**src/rtl/rv_instr_encoder.sv**
```systemverilog
// rv_instr_encoder
// ----------------
// Turns RV32I micro-op requests (class + alu_sel + register fields + immediate)
// back into 32-bit instruction words and streams them into instruction memory
// at an auto-incrementing byte address. It acts as the program loader /
// self-test generator in front of the imem.
//
// Ports
//   clk, rst            clock, synchronous active-high reset
//   req_valid/req_ready request handshake (accept = valid && ready)
//   req_class           0=R 1=I 2=LOAD 3=STORE 4=BRANCH, 5-7 illegal
//   req_alu_sel         core alu_sel code of the operation
//   req_rd/rs1/rs2      register fields
//   req_imm             I/S immediate, or BRANCH byte offset bits [12:1]
//   base_load/base_addr restart at a new word-aligned address, clear counters
//   imem_we/imem_ready  write handshake; the word holds until imem_ready
//   imem_addr/wdata     byte address and encoded instruction
//   full                DEPTH words written (sticky until base_load/rst)
//   err, err_count      illegal-request pulse and saturating count
module rv_instr_encoder #(
    parameter int ADDR_W = 12,
    parameter int DEPTH  = 1024
) (
    input  logic              clk,
    input  logic              rst,
    input  logic              req_valid,
    output logic              req_ready,
    input  logic [2:0]        req_class,
    input  logic [3:0]        req_alu_sel,
    input  logic [4:0]        req_rd,
    input  logic [4:0]        req_rs1,
    input  logic [4:0]        req_rs2,
    input  logic [11:0]       req_imm,
    input  logic              base_load,
    input  logic [ADDR_W-1:0] base_addr,
    output logic              imem_we,
    input  logic              imem_ready,
    output logic [ADDR_W-1:0] imem_addr,
    output logic [31:0]       imem_wdata,
    output logic              full,
    output logic              err,
    output logic [7:0]        err_count
);

    localparam int CNT_W = $clog2(DEPTH + 1);

    localparam logic [3:0] SEL_ADD = 4'b0000;
    localparam logic [3:0] SEL_SUB = 4'b0001;
    localparam logic [3:0] SEL_SLL = 4'b0010;
    localparam logic [3:0] SEL_SRL = 4'b0101;

    logic              imem_we_q,    imem_we_d;
    logic [ADDR_W-1:0] imem_addr_q,  imem_addr_d;
    logic [31:0]       imem_wdata_q, imem_wdata_d;
    logic              full_q,       full_d;
    logic              err_q,        err_d;
    logic [7:0]        err_count_q,  err_count_d;
    logic [CNT_W-1:0]  count_q,      count_d;

    logic        accept;
    logic        complete;
    logic [2:0]  func3;
    logic        sel_ok;
    logic        legal;
    logic [31:0] enc_word;

    // A new request can enter whenever the output register is empty or is
    // being drained this very cycle, which gives 1 word/clk when imem_ready=1.
    assign req_ready = !rst && !full_q && !base_load && (!imem_we_q || imem_ready);
    assign accept    = req_valid && req_ready;
    assign complete  = imem_we_q && imem_ready;

    // Inverse of the core's func3 -> alu_sel decode.
    always_comb begin
        sel_ok = 1'b1;
        func3  = 3'b000;
        case (req_alu_sel)
            4'b0000, 4'b0001: func3 = 3'b000;  // ADD / SUB
            4'b0010:          func3 = 3'b001;  // SLL
            4'b0011:          func3 = 3'b010;  // SLT
            4'b1000:          func3 = 3'b011;  // SLTU
            4'b0100:          func3 = 3'b100;  // XOR
            4'b0101:          func3 = 3'b101;  // SRL
            4'b0110:          func3 = 3'b110;  // OR
            4'b0111:          func3 = 3'b111;  // AND
            default:          sel_ok = 1'b0;
        endcase
    end

    always_comb begin
        legal    = 1'b0;
        enc_word = 32'h0;
        case (req_class)
            3'd0: begin  // R-type
                legal    = sel_ok;
                enc_word = {(req_alu_sel == SEL_SUB) ? 7'b0100000 : 7'b0000000,
                            req_rs2, req_rs1, func3, req_rd, 7'b0110011};
            end
            3'd1: begin  // I-type ALU; shifts carry a 5-bit shamt with zero upper bits
                legal = sel_ok && (req_alu_sel != SEL_SUB);
                if (req_alu_sel == SEL_SLL || req_alu_sel == SEL_SRL)
                    enc_word = {7'b0000000, req_imm[4:0], req_rs1, func3, req_rd, 7'b0010011};
                else
                    enc_word = {req_imm, req_rs1, func3, req_rd, 7'b0010011};
            end
            3'd2: begin  // LW
                legal    = (req_alu_sel == SEL_ADD);
                enc_word = {req_imm, req_rs1, 3'b010, req_rd, 7'b0000011};
            end
            3'd3: begin  // SW
                legal    = (req_alu_sel == SEL_ADD);
                enc_word = {req_imm[11:5], req_rs2, req_rs1, 3'b010, req_imm[4:0], 7'b0100011};
            end
            3'd4: begin  // BEQ; req_imm already holds offset[12:1]
                legal    = (req_alu_sel == SEL_SUB);
                enc_word = {req_imm[11], req_imm[9:4], req_rs2, req_rs1, 3'b000,
                            req_imm[3:0], req_imm[10], 7'b1100011};
            end
            default: begin
                legal    = 1'b0;
                enc_word = 32'h0;
            end
        endcase
    end

    always_comb begin
        imem_we_d    = imem_we_q;
        imem_addr_d  = imem_addr_q;
        imem_wdata_d = imem_wdata_q;
        full_d       = full_q;
        err_d        = 1'b0;
        err_count_d  = err_count_q;
        count_d      = count_q;

        if (base_load) begin
            // Any pending word is discarded; err_count deliberately survives.
            imem_we_d   = 1'b0;
            imem_addr_d = base_addr & ~ADDR_W'(3);
            full_d      = 1'b0;
            count_d     = '0;
        end else begin
            if (complete) begin
                imem_addr_d = imem_addr_q + ADDR_W'(4);  // wraps modulo 2**ADDR_W
                if (count_q != CNT_W'(DEPTH))
                    count_d = count_q + CNT_W'(1);
                if (count_q >= CNT_W'(DEPTH - 1))
                    full_d = 1'b1;
            end

            if (accept && legal) begin
                imem_we_d    = 1'b1;
                imem_wdata_d = enc_word;
            end else if (complete) begin
                imem_we_d = 1'b0;
            end

            if (accept && !legal) begin
                err_d = 1'b1;
                if (err_count_q != 8'hFF)
                    err_count_d = err_count_q + 8'd1;
            end
        end
    end

    always_ff @(posedge clk) begin
        if (rst) begin
            imem_we_q    <= 1'b0;
            imem_addr_q  <= '0;
            imem_wdata_q <= '0;
            full_q       <= 1'b0;
            err_q        <= 1'b0;
            err_count_q  <= '0;
            count_q      <= '0;
        end else begin
            imem_we_q    <= imem_we_d;
            imem_addr_q  <= imem_addr_d;
            imem_wdata_q <= imem_wdata_d;
            full_q       <= full_d;
            err_q        <= err_d;
            err_count_q  <= err_count_d;
            count_q      <= count_d;
        end
    end

    assign imem_we    = imem_we_q;
    assign imem_addr  = imem_addr_q;
    assign imem_wdata = imem_wdata_q;
    assign full       = full_q;
    assign err        = err_q;
    assign err_count  = err_count_q;

endmodule

```
**config.mk**
```make
export PLATFORM = sky130hd
export DESIGN_NAME = rv_instr_encoder
export DESIGN_NICKNAME = d
export VERILOG_FILES = /design/src/rtl/rv_instr_encoder.sv
export SDC_FILE = /design/constraint.sdc
export NUM_CORES = 1
export LEC_CHECK = 0
export CORE_MARGIN = 2
export CORE_UTILIZATION = 46
export CTS_BUF_LIST = sky130_fd_sc_hd__clkbuf_16
export DETAILED_ROUTE_END_ITERATION = 8
export PLACE_DENSITY_LB_ADDON = 0.3
export SYNTH_ARGS = -nofsm -noshare
export SYNTH_HDL_FRONTEND = slang
export SYNTH_SLANG_ARGS = --single-unit
```
**constraint.sdc**
```tcl
create_clock -name clk -period 2.8 [get_ports clk]
set_clock_uncertainty 0.1 [all_clocks]
set_input_delay 0.42 -clock clk [delete_from_list [all_inputs] [get_ports clk]]
set_output_delay 0.42 -clock clk [all_outputs]
set_load 0.02 [all_outputs]
```
==> results.cfg <==
[critical_path]
cpMostUsedCell = clkdlybuf4s50_1
reg2reg_to = imem_wdata[29]
cp-endpoint = req_ready
critical_path_class = in -> out
r2r_cells = 6
cp_data_required_time_ns = 2.28
crit_arrival_ns = 1.99
worstPathMaxFanout = 3
crit_path_max_incr_delay_ns = 0.66
r2r_setup_slack_ns = 0.79
setup.worst_path.start = rst
worst_path_max_delay_cell = clkdlybuf4s50_1
crit_path_end_kind = output pin
r2r_start = imem_we
critPathLaunchType = primary input
crit_chain = clkdlybuf4s50_1 -> or2_1 -> nor3_1 -> clkdlybuf4s50_1

[cells_and_area]
num_antenna_cells = 0
num-fill-cells = 548
fin_nets = 532
drive_gt1_share_pct = 7.676
fin_area_um2 = 4512
syn_to_final_growth_pct = 41.30
layout.cells.most_common_list = 100 x clkdlybuf4s50_1, 61 x dfxtp_1, 45 x nor2_1
mostFrequentLayoutCell = clkdlybuf4s50_1
register_area_um2 = 1221
multi_input_area_um2 = 1794

[cts]
cts_hold_buf = 0
cts_setup_buffers = 0
clk_pin_slew_ns = 0.05
post_cts_resized = 0
cts_tree = done
ctsHtreeMaxLevel = 3
cts_buffers = 9
cts_buffer_depth = 2
insertion_delay_ns = 0.33
clkSinkCount = 61
cts_root_buf = clkbuf_16

[timing]
rsz0062_at_grt = no
fin_crit_ns = 2.506
setup_viol_count_final = 0
max_freq_mhz = 399.1
worst_pin_slew_ns = 0.5303
fin_crit_sh_pct = 89.49
slew_viol_final = 0
finalHoldViolCount = 0
setup_tns_ns = 0
slew_headroom_pct = 64.37

[power_and_ir_drop]
comb_power_share_pct = 12.8
power_switching_uw = 528.1
fin_total_pwr_mw = 2.138
switching_share_pct = 24.71
p_leak_nw = 1.679
seqPwrFrac_pct = 42.0
ir_drop_uv = 318.0
pwr-share-clk_pct = 45.1
power.density_nw_per_um2 = 473.8
p_int_mw = 1.609

[synthesis]
ys.flop_type = dfxtp_1
synth_seq_cells = 61
synth-edff-count = 0
synthesis.yosys.warnings = 0
async_flop_share_pct = 0
avgSynthCellArea_um2 = 8.359
synthCells = 382
synth_cell_types = 55
netlist_area_um2 = 3193
ys_seq_area_share_pct = 38.24

[hold_path]
hp-class = reg -> reg

[routing]
dr.pass1.iters = 4
drc = 0
drt.antenna.violating_nets = 0
num_vias = 3104
drt-initial-drc-count = 150
routed_via_density = 5.523
totalWireLength_um = 8406
routedWlPerCell_um = 14.96

[placed_design]
globalplace.congestion = 0.8508
placedInstanceArea_um2 = 4253
io_buffers = 100
post-dp-hpwl_um = 5957

[floorplanning]
die_x_um = 87.32
num_rows = 30
initial_core_util_pct = 47.26
coreArea_um2 = 6756
die_y_um = 87.32
dieArea_um2 = 7624
ios = 107

[global_route]
grt.total_usage_pct = 22.03
overflow = 0
grt_pass1_vias = 2922
grt_pass1_wl_um = 13360
grt_max_degree = 52
antenna_found_initial = 0

[status]
outcome = completed

[job]
drv_cap = 0
## kinds of logic (layout without fill, tap and decap cells)
kind of cell,Yosys count,in the layout,share of synthesized area [%]
buffers and inverters,40,137,6.152
xor gates and xnor gates,20,20,5.486
DFF,61,61,38.24
AOI/OAI and AO/OA,92,92,19.48
other,1,4,0.1174
muxes,13,13,4.271
adders and majority gates,4,4,1.567
and+or+nand+nor,151,151,24.69
## stage by stage
| stage | setup slack [ns] | hold slack, ns | std cells | util (%) |
|---|---|---|---|---|
| finish | 0.2943 | 0.3635 | 562 | 66.78 |
| global route | 0.1998 | 0.3858 | 562 | 66.78 |
| CTS | 0.2812 | 0.3660 | 562 | 66.78 |
| detailed placement | 0.09193 | 0.3590 | 546 | 62.94 |
| global placement | 0.1479 | 0.3474 | 546 | 62.94 |
| floorplan | 0.7189 | 0.3935 | 385 | - |
## routing by layer
metal | vias up | track usage (%) | part of all wire [%]
met4 | 0 | 9.510 | 1.2
met3 | 9 | 5.213 | 6.5
met2 | 101 | 34.78 | 48
met1 | 1444 | 28.65 | 45
li1 | 1550 | - | -
met5 | - | 0 | 0
## synthesized netlist by cell type, types with 3 or more instances
library cell,count,area share (%)
nor2_1,45,5.3
ha_1,4,1.6
clkbuf_1,15,1.8
and3_1,9,1.8
o311ai_0,3,0.82
xnor2_1,7,1.9
mux2i_1,8,2.5
inv_1,9,1.1
o41ai_1,3,0.82
xor2_1,13,3.6
nor3_1,6,0.94
o221ai_1,5,1.4
buf_4,9,2.1
nand2_1,32,3.8
a21oi_1,28,4.4
o21ai_0,17,2.7
nor3b_1,10,2.4
a22oi_1,6,1.4
a211oi_1,8,1.9
nor2b_1,9,1.8
nor4b_1,4,1.1
o211a_1,5,1.6
dfxtp_1,61,38
mux2_2,5,1.8
buf_2,4,0.63
a211o_1,3,0.82
nand4_1,6,1.2
nand3_1,11,1.7
## power groups by stage
stage / Clock [mW] / Combinational, mW / Sequential, mW
global route: 1.02 / 0.295 / 0.900
detailed placement: 0 / 0.271 / 0.916
global placement: 0 / 0.266 / 0.916
CTS: 0.973 / 0.273 / 0.899
floorplan: 0 / 0.122 / 0.933
finish: 0.965 / 0.274 / 0.899
## worst min path at each step
stage,depth (start not counted),slack [ns],to,startpoint
floorplan,2,0.39,count_q[10],count_q[10]
global placement,2,0.35,imem_wdata[23],imem_wdata[23]
detailed placement,2,0.36,imem_wdata[20],imem_wdata[20]
CTS,2,0.37,imem_wdata[20],imem_wdata[20]
global route,2,0.39,imem_wdata[14],imem_wdata[14]
finish,2,0.36,imem_wdata[20],imem_wdata[20]
## worst max-delay path, delay by kind of cell
kind                   cells  cell delay, ns
buffers and inverters      2            1.10
AND/OR/NAND/NOR            2            0.47
## area by class of cell
type / count / area share (%)
Clock inverter: 7 / 0.7488
Inverter: 9 / 0.7488
Tap cell: 80 / 2.219
Sequential cell: 61 / 27.07
Multi-Input combinational cell: 284 / 39.77
Clock buffer: 9 / 4.992
Timing Repair Buffer: 112 / 24.46
## state kept, by name, summed over array words and instances (netlist names)
register and flops:
imem_wdata 29, imem_we 1, full 1, imem_addr 10, count_q 11, err_count 8
err 1
Power figures use the tool's default switching activity.
